$ cat src/rtl/turn_input_conditioner.sv
// turn_input_conditioner
//
// Conditions the three raw turn-signal contacts (left stalk, right stalk,
// hazard pushbutton) into clean registered levels for the taillight
// controller.
//
// Each raw contact passes through three stages:
//   two-flop synchronizer -> per-channel debounce counter -> registered output
// A clean raw edge reaches its output DEBOUNCE_CYCLES+3 rising edges after
// the first edge that samples it.
//
// The hazard channel drives a toggle latch. Each accepted press flips the
// latch. Releasing the button has no effect, and neither does the time it is
// held.
//
// When both directions are debounced high, conflict is raised and left and
// right are forced low. haz is unaffected. left and right are never gated by
// haz, because hazard priority is resolved downstream.
//
// Optional comfort-turn feature (macro TURN_TAP_LATCH_EN):
//   A debounced rising edge on a direction loads that direction's hold
//   counter with TAP_HOLD_CYCLES. The direction then stays asserted until the
//   counter runs out, even if the stalk has already been released.
//   - A rising edge on the other direction cancels the hold.
//   - A conflict clears both holds.
//   Without the macro there are no hold counters and TAP_HOLD_CYCLES is
//   ignored.
//
// Parameters:
//   DEBOUNCE_CYCLES  consecutive mismatch cycles needed to accept a level (>= 2)
//   TAP_HOLD_CYCLES  comfort-turn hold length in clocks (>= 1)
//
// Ports:
//   clk        in   system clock, rising edge
//   rst        in   synchronous active-high reset
//   raw_left   in   left stalk contact (async, bouncy)
//   raw_right  in   right stalk contact (async, bouncy)
//   raw_haz    in   hazard pushbutton (async, bouncy, momentary)
//   left       out  clean left request
//   right      out  clean right request
//   haz        out  hazard latch state
//   conflict   out  both directions debounced active
module turn_input_conditioner #(
  parameter int DEBOUNCE_CYCLES = 16,
  parameter int TAP_HOLD_CYCLES = 1000
) (
  input  logic clk,
  input  logic rst,
  input  logic raw_left,
  input  logic raw_right,
  input  logic raw_haz,
  output logic left,
  output logic right,
  output logic haz,
  output logic conflict
);

  // Channel indices into the per-channel vectors.
  localparam int CH_L = 0;
  localparam int CH_R = 1;
  localparam int CH_H = 2;

  localparam int CW = $clog2(DEBOUNCE_CYCLES) + 1;

  // The level is accepted on the cycle when the counter already holds
  // DEBOUNCE_CYCLES-1, which is the DEBOUNCE_CYCLES-th consecutive mismatch.
  localparam logic [CW-1:0] DEB_LAST = CW'(DEBOUNCE_CYCLES - 1);

  logic [2:0]         raw;
  logic [2:0]         sync1_q;
  logic [2:0]         sync2_q;
  logic [2:0]         deb_q;
  logic [2:0]         deb_d;
  logic [2:0][CW-1:0] cnt_q;
  logic [2:0][CW-1:0] cnt_d;
  logic [2:0]         rise;

  logic haz_latch_q;
  logic haz_latch_d;
  logic both_active;

  logic left_q;
  logic left_d;
  logic right_q;
  logic right_d;
  logic haz_q;
  logic conflict_q;
  logic conflict_d;

  assign raw = {raw_haz, raw_right, raw_left};

  // Debounce: count consecutive mismatch cycles. Any matching cycle clears
  // the count, so a glitch shorter than DEBOUNCE_CYCLES never gets through.
  always_comb begin
    deb_d = deb_q;
    cnt_d = '0;
    for (int i = 0; i < 3; i++) begin
      if (sync2_q[i] != deb_q[i]) begin
        if (cnt_q[i] == DEB_LAST) begin
          deb_d[i] = sync2_q[i];
        end else begin
          cnt_d[i] = cnt_q[i] + 1'b1;
        end
      end
    end
  end

  // Rising edge of the debounced level. It is taken from the next-state
  // value so that the edge is acted on in the same cycle that deb_q updates.
  assign rise = deb_d & ~deb_q;

  assign haz_latch_d = haz_latch_q ^ rise[CH_H];
  assign both_active = deb_q[CH_L] & deb_q[CH_R];
  assign conflict_d  = both_active;

`ifdef TURN_TAP_LATCH_EN
  localparam int HW = $clog2(TAP_HOLD_CYCLES) + 1;
  localparam logic [HW-1:0] HOLD_INIT = HW'(TAP_HOLD_CYCLES);

  logic [HW-1:0] hold_l_q;
  logic [HW-1:0] hold_l_d;
  logic [HW-1:0] hold_r_q;
  logic [HW-1:0] hold_r_d;

  // Clearing takes priority over loading. If both directions rise in the
  // same cycle, neither hold starts; the conflict that follows would clear
  // them anyway.
  always_comb begin
    hold_l_d = hold_l_q;
    if (both_active || rise[CH_R]) begin
      hold_l_d = '0;
    end else if (rise[CH_L]) begin
      hold_l_d = HOLD_INIT;
    end else if (hold_l_q != '0) begin
      hold_l_d = hold_l_q - 1'b1;
    end
  end

  always_comb begin
    hold_r_d = hold_r_q;
    if (both_active || rise[CH_L]) begin
      hold_r_d = '0;
    end else if (rise[CH_R]) begin
      hold_r_d = HOLD_INIT;
    end else if (hold_r_q != '0) begin
      hold_r_d = hold_r_q - 1'b1;
    end
  end

  assign left_d  = (deb_q[CH_L] | (hold_l_q != '0)) & ~deb_q[CH_R];
  assign right_d = (deb_q[CH_R] | (hold_r_q != '0)) & ~deb_q[CH_L];

  always_ff @(posedge clk) begin
    if (rst) begin
      hold_l_q <= '0;
      hold_r_q <= '0;
    end else begin
      hold_l_q <= hold_l_d;
      hold_r_q <= hold_r_d;
    end
  end
`else
  // No comfort-turn holds in this build; the hold length has no effect.
  logic unused_tap_cfg;
  assign unused_tap_cfg = ^TAP_HOLD_CYCLES;

  assign left_d  = deb_q[CH_L] & ~deb_q[CH_R];
  assign right_d = deb_q[CH_R] & ~deb_q[CH_L];
`endif

  always_ff @(posedge clk) begin
    if (rst) begin
      sync1_q     <= '0;
      sync2_q     <= '0;
      deb_q       <= '0;
      cnt_q       <= '0;
      haz_latch_q <= 1'b0;
      left_q      <= 1'b0;
      right_q     <= 1'b0;
      haz_q       <= 1'b0;
      conflict_q  <= 1'b0;
    end else begin
      sync1_q     <= raw;
      sync2_q     <= sync1_q;
      deb_q       <= deb_d;
      cnt_q       <= cnt_d;
      haz_latch_q <= haz_latch_d;
      left_q      <= left_d;
      right_q     <= right_d;
      haz_q       <= haz_latch_q;
      conflict_q  <= conflict_d;
    end
  end

  assign left     = left_q;
  assign right    = right_q;
  assign haz      = haz_q;
  assign conflict = conflict_q;

endmodule

$ cat config.mk
export PLATFORM = sky130hd
export DESIGN_NAME = turn_input_conditioner
export DESIGN_NICKNAME = d
export VERILOG_FILES = /design/src/rtl/turn_input_conditioner.sv
export SDC_FILE = /design/constraint.sdc
export NUM_CORES = 1
export LEC_CHECK = 0
export BUFFER_PORTS_ARGS = -buffer_cell sky130_fd_sc_hd__buf_2
export CAP_MARGIN = 20
export CORE_MARGIN = 2
export CORE_UTILIZATION = 50
export CTS_CLUSTER_DIAMETER = 120
export CTS_CLUSTER_SIZE = 14
export DETAILED_ROUTE_END_ITERATION = 12
export PLACE_DENSITY_LB_ADDON = 0.15
export SYNTH_ARGS = -nofsm -noshare
export SYNTH_HDL_FRONTEND = slang
export SYNTH_SLANG_ARGS = --single-unit
$ cat constraint.sdc
create_clock -name clk -period 1.82 [get_ports clk]
set_input_delay 0.364 -clock clk [delete_from_list [all_inputs] [get_ports clk]]
set_output_delay 0.364 -clock clk [all_outputs]
set_load 0.05 [all_outputs]
==> results of run 1 <==
==> through the flow <==
stage | power (mW) | setup slack, ns | hold slack, ns | std cells | util
global route | 1.36 | 0.190 | 0.260 | 137 | 0.610
CTS | 1.33 | 0.275 | 0.239 | 137 | 0.610
finish | 1.31 | 0.288 | 0.254 | 137 | 0.610
floorplan | 0.675 | 0.383 | 0.414 | 95 | -
global placement | 0.683 | 0.316 | 0.418 | 129 | 0.557
detailed placement | 0.684 | 0.299 | 0.421 | 129 | 0.557
==> cell usage in the layout (no fill, tap or decap) <==
cell,netlist,layout
a21oi_1,1,1
and3_1,3,3
and3b_2,1,1
buf_2,0,8
bufinv_16,0,2
clkbuf_4,0,5
clkinv_2,0,1
dfxtp_1,29,29
ha_1,6,6
inv_1,6,6
mux2i_1,2,2
nand2_1,2,2
nand2b_1,1,1
nand3_1,3,3
nor2_1,17,17
nor2b_1,7,7
nor3b_1,2,2
o21ai_0,1,1
or3_4,3,3
or4_1,1,1
xnor2_1,6,6
xor2_1,3,3
==> Yosys cell counts (all sizes together) <==
cell type,count,area (um2)
or3,3,33.8
nand2,2,7.51
nand3,3,15.0
dfxtp,29,581
nor3b,2,15.0
clkbuf,1,3.75
xor2,3,26.3
and3b,1,10.0
nor2b,7,43.8
or4,1,7.51
inv,6,22.5
o21ai,1,5.00
nand2b,1,6.26
mux2i,2,20.0
ha,6,75.1
a21oi,1,5.00
and3,3,18.8
nor2,17,63.8
xnor2,6,52.6
==> power by group through the flow <==
| stage | sequential [mW] | combinational (mW) | clock (mW) |
|---|---|---|---|
| 2_1_floorplan | 0.660 | 0.0151 | 0 |
| 3_3_place_gp | 0.661 | 0.0223 | 0 |
| 3_5_place_dp | 0.661 | 0.0230 | 0 |
| 4_1_cts | 0.646 | 0.0231 | 0.664 |
| 5_1_grt | 0.647 | 0.0261 | 0.685 |
| 6_report | 0.646 | 0.0223 | 0.644 |
==> worst reg2reg max path, stage by stage (launching register included) <==
cell	delay, ns
dfxtp_1	0.34
ha_1	0.23
and3_1	0.19
ha_1	0.20
or3_4	0.42
nor2_1	0.11
==> state kept, by name, indices dropped and copies added (netlist names), named ones only <==
name         flops
cnt_q           15
sync1_q          3
sync2_q          3
conflict         1
deb_q            1
haz              1
haz_latch_q      1
left             1
right            1
==> kinds of logic after synthesis <==
group,synth area share
compound gates,0.00988
xor+xnor,0.0779
mux,0.0198
fa+ha+maj,0.0742
buf+inv,0.0260
simple gates,0.219
flops,0.574
==> per-layer routing <==
layer / global-route usage / part of all wire
met1: 0.164 / 0.49
met2: 0.192 / 0.45
met3: 0.0552 / 0.033
met4: 0.114 / 0.023
met5: 0 / 0
==> cell type report <==
| class | count | area [um2] |
|---|---|---|
| Fill cell | 184 | 757 |
| Inverter | 6 | 22.5 |
| Timing Repair Buffer | 8 | 40.0 |
| Tap cell | 27 | 33.8 |
| Multi-Input combinational cell | 59 | 405 |
| Sequential cell | 29 | 581 |
| Clock buffer | 5 | 37.5 |
| Clock inverter | 3 | 65.1 |
==> final timing paths <==
| path | start | end | slack [ns] | depth (start not counted) |
|---|---|---|---|---|
| setup / recovery | cnt_q[0] | cnt_q[3] | 0.29 | 5 |
| hold / removal | raw_left | sync1_q[0] | 0.25 | 2 |
| setup reg to reg | cnt_q[0] | cnt_q[3] | 0.29 | 5 |
| hold reg to reg | sync1_q[1] | sync2_q[1] | 0.44 | 1 |
==> impl_metrics.tcl, run 1 <==
set metrics [dict create \
    ctsHoldBuffers 0 \
    tns_ns 0 \
    cap_violations 0 \
    cp-end-kind "register" \
    netlist_area_um2 1010 \
    grt_max_degree 18 \
    drt_wl_total_um 1300 \
    dieArea_um2 2400 \
    coreArea_um2 1940 \
    critPathBufInv 0 \
    cp.arrival_ns 1.79 \
    crit_slowest_cell "or3_4" \
    std_cell_rows 16 \
    clkTransAtPathRegs_ns 0.09 \
    power_frac_seq 0.492 \
    cts_tree "yes" \
    path_common_cell "ha_1" \
    syn_nets 106 \
    grt.total_usage 0.137 \
    cts_setup_buffers 0 \
    diodes 0 \
    syn_avg_cell_area_um2 10.7 \
    path_cells "ha_1 -> and3_1 -> ha_1 -> or3_4 -> nor2_1" \
    powerDensity_nw_per_um2 1110 \
    min_period_ns 1.53 \
    ys_ff_latch 29 \
    die_x_um 49.0 \
    dr.pass1.iters 2 \
    period_share 0.842 \
    critPathTopFamily "simple AND/OR/NAND/NOR gates" \
    antenna_found_initial 0 \
    rsz0062_at_grt "false" \
    viasPerCell 4.45 \
    vias 609 \
    final_max_slew_viol_count 0 \
    drc 0 \
    drtIter0Drc 2 \
    synth.distinct_cells 19 \
    grt_pass1_vias 573 \
    switching_share 0.177 \
    cts.sinks 29 \
    outcome "completed" \
    clock_latency_ns 0.31 \
    internal_power_mw 1.08 \
    grt_pass1_wl_um 2350 \
    dp_hpwl_um 878 \
    htree_levels 2 \
    pin_count 9 \
    start_kind "register" \
    final_hold_viol_count 0 \
    cts_resized 0 \
    fin_area_um2 1180 \
    cp.required_ns 2.08 \
    place_congestion 0.663 \
    postPlaceCellArea_um2 1080 \
    start_util 0.521 \
    peakVddDrop_mv 0.898 \
    path_class "register to register" \
    fin_nets 120 \
    fp.dieH_um 49.0 \
    clkPwrFrac 0.491 \
    synth.yosys.warnings 0 \
    pwr-share-comb 0.017 \
    grt-ovfl-total 0 \
    relSlewSlack 0.815 \
    worstMarginPinSlew_ns 0.277 \
    hp-class "primary input to register" \
    setup_violations 0 \
    drive_above_1_share 0.182 \
    cpPeakStageDelay_ns 0.42 \
    port-buffer-count 8 \
    fmax_ghz 0.653 \
    drtAntennaViolNets 0 \
    cts_buffers 5 \
    wl_per_cell_um 9.46 \
    yosysSeqAreaShare 0.574 \
    leakage_nw 0.486 \
    clk_path_buf_depth 2 \
    crit_fanout 5 \
    syn_inst 95 \
    clock_skew_ns 0.00602 \
    cts_root_buffer "clkbuf_4" \
    area_growth_pct 17.1 \
    p_switching_mw 0.233 \
]
Power figures use the tool's default switching activity.
==> run 2: changes to the inputs <==
- clock period: 1.82 -> 1.5 ns (I/O delays scaled with it)
==> run 2 against run 1 <==
Against the previous run:
- critical path depth is the same
- clock-buffer cell count grew 2
- cell area grew 3.3%
- largest power group unchanged
- die area is the same
==> impl_metrics.tcl, run 2 (synthesized netlist as in run 1, its figures left out) <==
set metrics [dict create \
    outcome "completed" \
    viasPerCell 4.60 \
    largest_register_ffs 15 \
    path_cells "ha_4 -> and3_4 -> ha_2 -> or3_4 -> nor2_2" \
    worstRegToRegCells 5 \
    drt_wl_total_um 1350 \
    n_fill_cell 165 \
    holdCritStartpoint "raw_right" \
    peakVddDrop_mv 0.784 \
    vias 648 \
    p_switching_mw 0.267 \
    grt-ovfl-total 0 \
    p_total_mw 1.33 \
    wl_per_cell_um 9.57 \
    grt_pass1_vias 560 \
    multi_input_area_um2 440 \
    hp-class "primary input to register" \
    final_max_slew_viol_count 0 \
    grt_pass1_wl_um 2230 \
    fin_ws_ns 0.0592 \
    clock_skew_ns 0.00670 \
    cts_root_buffer "clkbuf_4" \
    port-buffer-count 8 \
    pin_count 9 \
    switching_share 0.200 \
    cts_tree "yes" \
    pwr-share-comb 0.023 \
    drive_above_1_share 0.333 \
    period_share 0.961 \
    diodes 0 \
    internal_power_mw 1.07 \
    dr.pass1.iters 5 \
    crit_fanout 5 \
    postPlaceCellArea_um2 1100 \
    htree_levels 2 \
    min_path_cells 2 \
    std_cell_rows 16 \
    drtAntennaViolNets 0 \
    cp.required_ns 1.74 \
    antenna_found_initial 0 \
    crit_slowest_cell "or3_4" \
    die_x_um 49.0 \
    coreArea_um2 1940 \
    layout_commonest_cell "dfxtp_1" \
    seqCellArea_um2 587 \
    min_period_ns 1.44 \
    clkTransAtPathRegs_ns 0.08 \
    clkPwrFrac 0.389 \
    area_growth_pct 20.9 \
    cts_buffers 5 \
    rr_endpoint "cnt_q[0]" \
    holdPathEnd "sync1_q[1]" \
    final_cell_mix "dfxtp_1, nor2_1, buf_2, nor2b_1" \
    clk_path_buf_depth 2 \
    place_congestion 0.687 \
    dp_hpwl_um 898 \
    grt.total_usage 0.126 \
    reg2reg_slack_ns 0.06 \
    start_kind "register" \
    clock_latency_ns 0.31 \
    setup_violations 0 \
    start_util 0.521 \
    fin_hold_ws_ns 0.196 \
    powerDensity_nw_per_um2 1090 \
    fin_nets 124 \
    grt_max_degree 18 \
    largest_registers "cnt_q: 15 flops, sync1_q: 3 flops, sync2_q: 3 flops" \
    fin_area_um2 1220 \
    worstMarginPinSlew_ns 0.293 \
    path_class "register to register" \
    dieArea_um2 2400 \
    largest_register "cnt_q" \
    relSlewSlack 0.804 \
    cap_violations 0 \
    cpPeakStageDelay_ns 0.42 \
    leakage_nw 0.486 \
    power_frac_seq 0.588 \
    cts.sinks 29 \
    rsz0062_at_grt "false" \
    drc 0 \
    cp-end-kind "register" \
    fp.dieH_um 49.0 \
    cp.arrival_ns 1.69 \
    place_ws_ns -0.00422 \
    drtIter0Drc 8 \
    reg2reg_from "cnt_q[0]" \
    fmax_ghz 0.694 \
    final_hold_viol_count 0 \
]
[run 2: cell types whose count changed in the layout (fill, tap and decap cells not counted), sizes merged]
cell    change
bufinv      -2
buf         +4
clkbuf      +2
[run 2: power groups by stage]
stage / Clock, mW / Sequential [mW] / Combinational (mW)
6_report: 0.519 / 0.784 / 0.0313
5_1_grt: 0.574 / 0.786 / 0.0354
2_1_floorplan: 0 / 0.801 / 0.0183
3_3_place_gp: 0 / 0.802 / 0.0282
3_5_place_dp: 0 / 0.802 / 0.0289
4_1_cts: 0.539 / 0.784 / 0.0292
[run 2: critical path: cells and delay by family (launching register included)]
family                   cells  cell delay (ns)
flip-flops                   1             0.34
adder cells (fa/ha/maj)      2             0.33
AND/OR/NAND/NOR              3             0.71
[run 2: per-layer routing]
metal	GRT usage	up-vias	share of wire
li1	-	342	-
met1	0.151	290	0.49
met2	0.176	12	0.45
met3	0.0644	4	0.043
met4	0.0857	0	0.019
met5	0	-	0
[run 2: what timing repair did]
item,4_1_cts,5_1_grt
setup endpoints to repair,5,13
setup buffers,0,1
cloned,0,0
gates resized for setup,0,15
hold buffers,0,0
pin swaps,2,6
[run 2: cell type report]
class | instances | share of cell area
Inverter | 6 | 0.0184
Sequential cell | 29 | 0.480
Clock inverter | 1 | 0.00409
Clock buffer | 7 | 0.0532
Timing Repair Buffer | 12 | 0.0573
Multi-Input combinational cell | 59 | 0.360
Tap cell | 27 | 0.0276
[run 2: worst max path at each step]
stage          cells after the start       from        end
2_1_floorplan                      5   cnt_q[0]   cnt_q[2]
3_3_place_gp                       5   cnt_q[0]   cnt_q[2]
3_5_place_dp                       5   cnt_q[0]   cnt_q[4]
4_1_cts                            5  cnt_q[10]  cnt_q[10]
5_1_grt                            5   cnt_q[0]   cnt_q[0]
6_report                           5   cnt_q[0]   cnt_q[0]
[run 2: metrics by stage]
step / TNS, ns / std cells / util
6_report: 0 / 141 / 0.630
5_1_grt: 0 / 141 / 0.630
4_1_cts: 0 / 140 / 0.605
3_5_place_dp: -0.0104 / 132 / 0.569
3_3_place_gp: 0 / 132 / 0.569
2_1_floorplan: 0 / 95 / -
==> run 3: changes to the inputs <==
- ABC_AREA: default -> 1
- CORE_ASPECT_RATIO: default -> 0.6
==> run 3 against run 2 <==
Against the previous run:
- wire length increased by 18%
- highest routed layer unchanged
- total power increased by 0.93%
- synthesized cell count increased by 38%
- critical endpoint is now haz_latch_q
- cell count increased by 25%
- sequential share of layout area decreased by 0.79 points
- sequential cell count unchanged
==> impl_metrics.tcl, run 3 <==
set metrics [dict create \
    area_growth_pct 12.9 \
    synth_flop_cell "dfxtp_1" \
    grt.total_usage 0.154 \
    rr_endpoint "haz_latch_q" \
    fin_ws_ns 0.129 \
    syn_nets 142 \
    die_x_um 64.4 \
    leakage_nw 0.523 \
    grt_pass1_vias 692 \
    coreArea_um2 2110 \
    final_cell_mix "nor2_1, dfxtp_1, inv_1, nand2_1, buf_2" \
    place_congestion 0.738 \
    netlist_area_um2 1090 \
    grt_max_degree 15 \
    fin_nets 156 \
    path_class "register to register" \
    reg2reg_slack_ns 0.13 \
    hp-class "primary input to register" \
    diodes 0 \
    yosysSeqAreaShare 0.530 \
    clock_skew_ns 0.00473 \
    fp.dieH_um 40.2 \
    synth_top_cell_area_share 0.530 \
    tns_ns 0 \
    p_total_mw 1.35 \
    cts_root_buffer "clkbuf_4" \
    start_util 0.518 \
    synthTopCellsByCount "dfxtp_1, nor2_1, inv_1" \
    reg2reg_from "cnt_q[11]" \
    drtIter0Drc 33 \
    grt-ovfl-total 0 \
    cts_tree "yes" \
    largest_registers "cnt_q: 15 flops, sync1_q: 3 flops, sync2_q: 3 flops" \
    htree_levels 2 \
    critPathLaunch "cnt_q[11]" \
    clock_latency_ns 0.32 \
    yosysMostFrequentCell "dfxtp_1" \
    min_period_ns 1.37 \
    cp.arrival_ns 1.59 \
    async_reset_ff_frac 0 \
    wl_per_cell_um 9.02 \
    fin_util 0.585 \
    antenna_found_initial 0 \
    synth.distinct_cells 17 \
    ys_ff_latch 29 \
    cap_violations 0 \
    worstMarginPinSlew_ns 0.263 \
    drtAntennaViolNets 0 \
    peakVddDrop_mv 0.497 \
    dp_hpwl_um 1190 \
    dr.pass1.iters 4 \
    rsz0062_at_grt "false" \
    port-buffer-count 8 \
    largest_register "cnt_q" \
    grt_pass1_wl_um 2750 \
    relSlewSlack 0.825 \
    crit_fanout 3 \
    synth_enable_flop_cells 0 \
    cp.required_ns 1.72 \
    ys_top_cells_by_area "dfxtp_1, nor2_1, inv_1" \
    largest_register_ffs 15 \
    outcome "completed" \
    dieArea_um2 2590 \
    fin_hold_ws_ns 0.171 \
    viasPerCell 4.56 \
    pin_count 9 \
    cts_buffers 5 \
    setup_violations 0 \
    clkTransAtPathRegs_ns 0.09 \
    cp-end-kind "register" \
    drive_above_1_share 0.185 \
    syn_inst 131 \
    start_kind "register" \
    final_max_slew_viol_count 0 \
    worstRegToRegCells 9 \
    min_path_cells 3 \
    vias 803 \
    yosys.area.top_type "dfxtp_1" \
    syn_avg_cell_area_um2 8.36 \
    holdCritStartpoint "raw_left" \
    holdPathEnd "sync1_q[0]" \
    drt_wl_total_um 1590 \
    cts_setup_buffers 0 \
    synth.yosys.warnings 0 \
    std_cell_rows 13 \
    clk_path_buf_depth 2 \
    fmax_ghz 0.729 \
    period_share 0.914 \
    cts.sinks 29 \
    drc 0 \
    powerDensity_nw_per_um2 1090 \
    place_ws_ns 0.141 \
    final_hold_viol_count 0 \
]
==> run 3: logic make-up after synthesis <==
family / after synthesis / synth area share
AND/OR/NAND/NOR: 59 / 0.238
flip-flops: 29 / 0.530
buffers and inverters: 26 / 0.0960
AO/OA/AOI/OAI: 8 / 0.0434
adder cells (fa/ha/maj): 6 / 0.0686
XOR/XNOR: 3 / 0.0240
==> run 3: metal layers <==
metal | vias up | wire length [um] | global-route usage
li1 | 432 | - | -
met1 | 350 | 783 | 0.172
met2 | 14 | 675 | 0.245
met3 | 7 | 82 | 0.0758
met4 | 0 | 46 | 0.0957
met5 | - | 0 | 0
==> run 3: area by class of cell <==
cell class,count,area [um2]
inverter,25,93.8
tap,30,37.5
clock buffer,7,65.1
timing repair buffer,8,40.0
fill,200,878
multi-input combinational,76,412
clock inverter,1,5.00
sequential,29,583
==> run 3: power by group <==
group	switching (mW)	total, mW	internal, mW	leakage [nW]
sequential	0.00552	0.785	0.779	0.236
combinational	0.0213	0.0330	0.0117	0.246
clock	0.257	0.529	0.271	0.0413
==> run 3: repair_timing <==
| action | in CTS | in global routing |
|---|---|---|
| gates resized for setup | 0 | 3 |
| endpoints found under the setup margin | 0 | 6 |
| hold buffers | 0 | 0 |
==> run 3: how the worst max path moves through the flow <==
| stage | endpoint | slack, ns | depth (start not counted) |
|---|---|---|---|
| after floorplan | haz_latch_q | 0.25 | 9 |
| after global placement | cnt_q[3] | 0.20 | 7 |
| after detailed placement | haz_latch_q | 0.14 | 9 |
| after CTS | haz_latch_q | 0.09 | 9 |
| after global routing | haz_latch_q | 0.007 | 9 |
| final | haz_latch_q | 0.13 | 9 |
==> run 3: per-stage QoR <==
step	std cells	cell area (um2)
final	176	1240
after CTS	176	1230
after global routing	176	1240
after global placement	168	1160
after detailed placement	168	1160
after floorplan	131	1090
==> run 3: worst max-delay path, stage by stage, from the launching register on <==
cell	delay [ns]
dfxtp_1	0.36
ha_1	0.20
nand2_1	0.06
nor2_1	0.09
ha_1	0.19
nand2_1	0.07
nor2_1	0.12
nand2_1	0.07
nand2_1	0.07
nor2_1	0.04
